===== src/rtl/itcm_loader.sv =====
// itcm_loader: streams a boot image into ITCM, optionally verifies it by checksum, and holds the CPU until it is good
module itcm_loader #(
  parameter int AW = 8,
  parameter int DW = 32
) (
  input  logic          clk,
  input  logic          rst,
  input  logic          start,
  input  logic [AW-1:0] base_addr,
  input  logic [AW:0]   word_cnt,
  input  logic          verify_en,
  input  logic          s_valid,
  input  logic [DW-1:0] s_data,
  output logic          s_ready,
  output logic          itcm_ram_we,
  output logic [AW-1:0] itcm_ram_addr,
  output logic [DW-1:0] itcm_ram_din,
  output logic          itcm_ram_wem,
  input  logic [DW-1:0] itcm_ram_dout,
  output logic          cpu_hold,
  output logic          busy,
  output logic          done,
  output logic          err
);
  typedef enum logic [2:0] {IDLE, LOAD, VERIFY, DRAIN, CHECK, DONE, ERR} state_t;
  state_t        state;
  logic [AW-1:0] base;
  logic [AW:0]   cnt, wr_ptr, rd_ptr, last;
  logic          ver, rd_vld, go;
  logic [DW-1:0] load_sum, read_sum;
  assign go   = start && (state == IDLE || state == DONE || state == ERR);
  assign last = cnt - (AW+1)'(1);
  // Sequencer: load, optional readback with one-cycle RAM latency, then checksum compare
  always_ff @(posedge clk or posedge rst)
    if (rst) begin
      state    <= IDLE;
      base     <= '0;
      cnt      <= '0;
      ver      <= 1'b0;
      wr_ptr   <= '0;
      rd_ptr   <= '0;
      rd_vld   <= 1'b0;
      load_sum <= '0;
      read_sum <= '0;
    end else begin
      rd_vld <= state == VERIFY;
      if (rd_vld) read_sum <= read_sum + itcm_ram_dout;
      if (go) begin
        base     <= base_addr;
        cnt      <= word_cnt;
        ver      <= verify_en;
        wr_ptr   <= '0;
        rd_ptr   <= '0;
        load_sum <= '0;
        read_sum <= '0;
        state    <= word_cnt == '0 ? DONE : LOAD;
      end else
        case (state)
          LOAD: if (s_valid) begin
            wr_ptr   <= wr_ptr + (AW+1)'(1);
            load_sum <= load_sum + s_data;
            if (wr_ptr == last) state <= ver ? VERIFY : DONE;
          end
          VERIFY: begin
            rd_ptr <= rd_ptr + (AW+1)'(1);
            if (rd_ptr == last) state <= DRAIN;
          end
          DRAIN:   state <= CHECK;
          CHECK:   state <= read_sum == load_sum ? DONE : ERR;
          default: ;
        endcase
    end
  // RAM port and status decode; only the LOAD write path depends on s_valid
  always_comb begin
    s_ready       = state == LOAD;
    itcm_ram_we   = s_ready && s_valid;
    itcm_ram_wem  = itcm_ram_we;
    itcm_ram_addr = s_ready ? base + wr_ptr[AW-1:0] : state == VERIFY ? base + rd_ptr[AW-1:0] : '0;
    itcm_ram_din  = s_ready ? s_data : '0;
    cpu_hold      = state != DONE;
    busy          = state == LOAD || state == VERIFY || state == DRAIN || state == CHECK;
    done          = state == DONE;
    err           = state == ERR;
  end
endmodule


===== config.mk =====
export PLATFORM = sky130hd
export DESIGN_NAME = itcm_loader
export DESIGN_NICKNAME = d
export VERILOG_FILES = /design/src/rtl/itcm_loader.sv
export SDC_FILE = /design/constraint.sdc
export NUM_CORES = 1
export LEC_CHECK = 0
export BUFFER_PORTS_ARGS = -buffer_cell sky130_fd_sc_hd__clkbuf_2
export CORE_UTILIZATION = 48
export DETAILED_ROUTE_END_ITERATION = 6
export PLACE_DENSITY_LB_ADDON = 0.15
export SLEW_MARGIN = 10
export SYNTH_ARGS = -nofsm -noshare
export SYNTH_HDL_FRONTEND = slang
export SYNTH_SLANG_ARGS = --single-unit

===== constraint.sdc =====
create_clock -name clk -period 10.1 [get_ports clk]
set_input_delay 2.02 -clock clk [delete_from_list [all_inputs] [get_ports clk]]
set_output_delay 2.02 -clock clk [all_outputs]
set_load 0.005 [all_outputs]

==> results of run 1 <==
[where the power goes]
| group | switching (mW) | total [mW] | internal [mW] |
|---|---|---|---|
| clock | 0.161 | 0.401 | 0.240 |
| sequential | 0.235 | 0.806 | 0.571 |
| combinational | 0.949 | 1.69 | 0.741 |
| total | 1.34 | 2.90 | 1.55 |
[critical path: stages, from the launching register on]
cell      delay [ns]
dfrtp_1         0.58
clkinv_1        0.80
nand2_4         0.45
inv_2           0.11
nand2_2         0.54
clkinv_2        0.32
clkbuf_2        0.19
[cells in the mapped netlist (7+ instances only)]
master / number / area (um^2)
o21ai_1: 9 / 45.0
nand2b_1: 10 / 62.6
o21ai_0: 62 / 310
a211o_1: 7 / 61.3
a21o_1: 37 / 278
nor4_1: 7 / 43.8
dfrtp_1: 104 / 2600
xor2_1: 61 / 534
nor3_1: 7 / 35.0
nand2_1: 119 / 447
o21bai_1: 12 / 90.1
nand3_1: 31 / 155
nor2_1: 81 / 304
inv_1: 31 / 116
nand3b_1: 10 / 75.1
ha_1: 79 / 988
xnor2_1: 72 / 631
a211oi_1: 9 / 67.6
nand4_1: 24 / 150
and3_1: 42 / 263
a21oi_1: 69 / 345
mux2i_1: 18 / 180
clkbuf_1: 32 / 120
[sequential cells by signal, summed over array words and instances (netlist names)]
| name | flops |
|---|---|
| load_sum | 32 |
| read_sum | 32 |
| cnt | 9 |
| rd_ptr | 9 |
| wr_ptr | 9 |
| base | 8 |
| state | 3 |
| rd_vld | 1 |
| ver | 1 |
[area by class of cell]
cell class | count | share of cell area [%]
Timing Repair Buffer | 136 | 6.92
Clock inverter | 4 | 0.953
Inverter | 35 | 1.35
Tap cell | 229 | 2.87
Clock buffer | 10 | 2.29
Multi-Input combinational cell | 861 | 59.5
Sequential cell | 104 | 26.1
[logic make-up after synthesis]
family / count (synthesis) / share of synthesized area, %
XOR/XNOR: 133 / 13.2
AND/OR/NAND/NOR: 363 / 20.4
buffers and inverters: 76 / 3.41
flip-flops: 104 / 29.4
multiplexers: 18 / 2.04
AO/OA/AOI/OAI: 263 / 19.4
adder cells (fa/ha/maj): 84 / 12.2
[routing by layer]
layer | wire length (um) | part of all wire (%) | track usage, % | up-vias
met1 | 11800 | 51 | 37.5 | 3586
met4 | 206 | 0.89 | 4.47 | 0
met2 | 9980 | 43 | 38.1 | 192
li1 | - | - | - | 3934
met5 | 0 | 0 | 0 | -
met3 | 1110 | 4.8 | 3.79 | 16
[worst max path at each step]
stage                                     from                   to  slack, ns  cells after the start
final                     state[1]$_DFFE_PP0P_         itcm_ram_wem       4.73                      6
after global routing      state[1]$_DFFE_PP0P_         itcm_ram_wem       4.36                      6
after global placement                 s_valid          itcm_ram_we       4.91                      4
after detailed placement               s_valid         itcm_ram_wem       4.89                      4
after floorplan                            rst  base[0]$_DFFE_PP0P_       5.35                      1
after CTS                 state[1]$_DFFE_PP0P_         itcm_ram_wem       4.72                      6
[placed cells by master, fill, tap and decap left out, types with 6 or more instances in the layout]
master / n
a211o_1: 7
clkbuf_2: 132
o21bai_1: 12
nand3b_1: 10
nor2b_1: 6
nand2b_1: 10
o22ai_1: 6
inv_1: 30
ha_1: 79
a21o_1: 37
clkbuf_16: 9
dfrtp_1: 104
o21ai_1: 9
o211ai_1: 6
nand2_1: 119
xnor2_1: 72
a211oi_1: 9
o21a_1: 6
nand3_1: 31
nor4_1: 7
o21ai_0: 61
xor2_1: 61
nor3_1: 7
nor2_1: 81
a21oi_1: 69
nand4_1: 24
a31oi_1: 6
or3_1: 6
and3_1: 42
mux2i_1: 18
[per-stage QoR]
stage | setup WS [ns] | std cells | area (um^2)
3_5_place_dp | 4.89 | 1365 | 9660
6_report | 4.73 | 1379 | 9980
3_3_place_gp | 4.91 | 1365 | 9660
2_1_floorplan | 5.35 | 1041 | 8840
4_1_cts | 4.72 | 1379 | 9980
5_1_grt | 4.36 | 1379 | 9980
==> qor.yml, run 1 <==
cts.sinks: 104
critPathKind: "flip-flop to primary output"
worst_slew_pin_slew_ns: 1.02
min_to: "cnt[8]$_DFFE_PP0P_"
p_per_area_nw_per_um2: 290
via_per_inst: 5.60
slew_viol_final: 0
antenna_found_initial: 0
hold_buffers: 0
vias: 7728
port_buffers: 132
hp-class: "flip-flop to flip-flop"
synth_area_um2: 8840
final_nets: 1316
post-route-util_pct: 55.4
status: "complete, no violations"
post_cts_buffers: 0
grt_pass1_wl_um: 36300
cap_violations: 0
slew_headroom_pct: 31.9
synth_seq_cells: 104
wl_um: 23100
vdd_drop_max_mv: 0.135
async_reset_ff_share_pct: 100
path_max_fanout: 43
globalRoute.totalOverflow: 0
grt_pass1_vias: 7060
synthFlopType: "dfrtp_1"
final-hold-violation-count: 0
syn2layout_area_growth_pct: 12.9
synthCells: 1041
ys_types: 74
rows: 49
clockBufferDepth: 2
clk_pin_slew_ns: 0.07
multi_input_area_um2: 5940
dieArea_um2: 19000
drcViolationCount: 0
hold_start: "cnt[8]$_DFFE_PP0P_"
ff2ff_setup_slack_ns: 5.78
rsz0062_at_grt: "no"
cts_made_buffers: 9
place.gp.congestion: 0.879
root_buffer: "clkbuf_16"
skew_ns: 0.00868
layout_min_cycle_time_ns: 5.37
r2r-end: "wr_ptr[8]$_DFFE_PP0P_"
timing.setup.tns_ns: 0
die_width_um: 138
grt_max_degree: 70
wl_per_cell_um: 16.7
start_kind: "flip-flop"
reg2reg_depth: 11
hold_depth: 2
synth_nets: 1210
arrival_ns: 3.35
layout-drive-gt1-share_pct: 15.4
drtAntennaViolNets: 0
drt-initial-drc-count: 463
fill_cells: 1710
die_y_um: 138
dpl.hpwl_um: 17500
core_um2: 18000
firstDrtPassIters: 5
grt_usage_pct: 25.0
fin_crit_sh_pct: 53.2
synth_edf_count: 0
ios: 133
yosysSeqAreaShare_pct: 29.4
cp-end-kind: "primary output"
initial_core_util_pct: 49.1
rr_startpoint: "state[1]$_DFFE_PP0P_"
required_ns: 8.08
yosysWarnings: 0
fmax_mhz: 186
h-tree-depth: 3
fin_hold_ws_ns: 0.515
clk_latency_ns: 0.36
setup-violations-final: 0
p_total_mw: 2.90
ctsResizeCount: 0
seqCellArea_um2: 2600
postSynthAreaPerCell_um2: 8.50
cts_tree: "done"
diodes: 0
p_leak_nw: 5.06
Power figures use the tool's default switching activity.
==> inputs of run 2 (changes only) <==
- clock period: 10.1 -> 4.3 ns (I/O delays scaled with it)
==> run 2 against run 1 <==
Cell area is 0.33% higher. Die area unchanged. Count of clock-buffer cells in the layout up 4. Utilization up 0.18 points. Register-to-register slack worse by 4.8 ns. First-iteration DRC count up 6.0%. Combinational power increased by 140%. Critical path type unchanged. Critical endpoint is now itcm_ram_addr[7]. Largest cell class unchanged. Highest routed layer unchanged.
==> qor.yml, run 2 (synthesis gave the netlist of run 1 again) <==
slowest_stage: "dfrtp_1"
core_um2: 18000
globalRoute.totalOverflow: 0
fill_cells: 1748
rsz0062_at_grt: "no"
drt-initial-drc-count: 491
vias: 7824
grt_pass1_wl_um: 36900
die_y_um: 138
p_per_area_nw_per_um2: 677
cpMostUsedCell: "a21oi_1"
hp-class: "flip-flop to flip-flop"
clk_latency_ns: 0.36
via_per_inst: 5.65
ctsResizeCount: 0
multi_input_area_um2: 5940
status: "complete, no violations"
placed_cell_area_um2: 9700
grt_usage_pct: 25.4
worst_slew_pin_slew_ns: 0.975
grt_pass1_vias: 7054
p_leak_nw: 5.08
drcViolationCount: 0
arrival_ns: 2.63
clk_pin_slew_ns: 0.07
cp-end-kind: "primary output"
required_ns: 3.44
final-hold-violation-count: 0
skew_ns: 0.00788
dpl.hpwl_um: 17700
dieArea_um2: 19000
fin_crit_sh_pct: 81.1
path_max_fanout: 6
syn2layout_area_growth_pct: 13.2
cpPeakStageDelay_ns: 0.46
seqCellArea_um2: 2600
grt_max_degree: 70
cts_made_buffers: 9
hold_buffers: 0
root_buffer: "clkbuf_16"
vdd_drop_max_mv: 0.282
slew_viol_final: 0
most-common-layout-cells: "132 x clkbuf_2, 119 x nand2_1, 104 x dfrtp_1"
post_cts_buffers: 0
cap_violations: 0
rows: 49
wl_per_cell_um: 16.7
setup-violations-final: 0
timing.setup.tns_ns: 0
cts.sinks: 104
path_cells: "ha_1 > a21o_1 > a21oi_1 > o21bai_1 > a21oi_1 > o21bai_1 > a21oi_1 > xnor2_1 > o22ai_1 > clkbuf_2"
antenna_found_initial: 0
ios: 133
start_kind: "flip-flop"
wl_um: 23200
final_common_cell: "clkbuf_2"
port_buffers: 132
fmax_mhz: 287
top_regs: "load_sum: 32 flops, read_sum: 32 flops"
firstDrtPassIters: 5
clockBufferDepth: 2
initial_core_util_pct: 49.1
die_width_um: 138
slew_headroom_pct: 34.9
cts_tree: "done"
final_nets: 1321
fin_area_um2: 10000
p_total_mw: 6.78
critPathKind: "flip-flop to primary output"
layout-drive-gt1-share_pct: 15.9
layout_min_cycle_time_ns: 3.49
place.gp.congestion: 0.908
drtAntennaViolNets: 0
h-tree-depth: 3
diodes: 0
-- run 2: stage by stage --
step           worst slack [ns]  utilization, %  cells  hold slack (ns)
2_1_floorplan             0.708               -   1041            0.467
3_3_place_gp              0.792            53.8   1370            0.486
3_5_place_dp              0.703            53.8   1370            0.489
4_1_cts                   0.867            55.6   1386            0.511
5_1_grt                   0.637            55.6   1386            0.527
6_report                  0.813            55.6   1386            0.508
-- run 2: final timing paths --
path | slack [ns] | startpoint | to | cells after the start
min in group asynchronous | 0.65 | rst | load_sum[3]$_DFFE_PP0P_ | 2
worst min-delay path | 0.51 | cnt[8]$_DFFE_PP0P_ | cnt[8]$_DFFE_PP0P_ | 2
worst max-delay path | 0.81 | wr_ptr[1]$_DFFE_PP0P_ | itcm_ram_addr[7] | 10
max in group asynchronous | 2.79 | rst | read_sum[26]$_DFFE_PP0P_ | 3
worst max register to register | 1.01 | state[2]$_DFFE_PP0P_ | wr_ptr[8]$_DFFE_PP0P_ | 11
worst min register to register | 0.51 | cnt[8]$_DFFE_PP0P_ | cnt[8]$_DFFE_PP0P_ | 2
-- run 2: layout make-up --
class                           instances  area share (%)
Clock buffer                           14            2.84
Multi-Input combinational cell        861            59.4
Inverter                               35            1.35
Timing Repair Buffer                  141            7.27
Tap cell                              229            2.86
Sequential cell                       104            26.0
Clock inverter                          2           0.350
-- run 2: layer usage --
metal	up-vias	wire [um]	share of wire (%)	global-route usage, %
met1	3684	12100	52	38.9
li1	3956	-	-	-
met5	-	0	0	0
met4	0	303	1.3	7.37
met3	17	934	4.0	2.02
met2	167	9840	42	37.9
-- run 2: report_power, final --
part	internal [mW]	switching, mW	leakage, nW
Clock	0.515	0.372	0.159
Combinational	1.76	2.23	3.55
Sequential	1.34	0.557	1.38
-- run 2: worst max-delay path, delay by kind of cell (launching register included) --
family / cells / cell delay [ns]
AOI/OAI and AO/OA: 7 / 1.26
adders and majority gates: 1 / 0.30
DFF: 1 / 0.46
buffers and inverters: 1 / 0.15
xor gates and xnor gates: 1 / 0.09
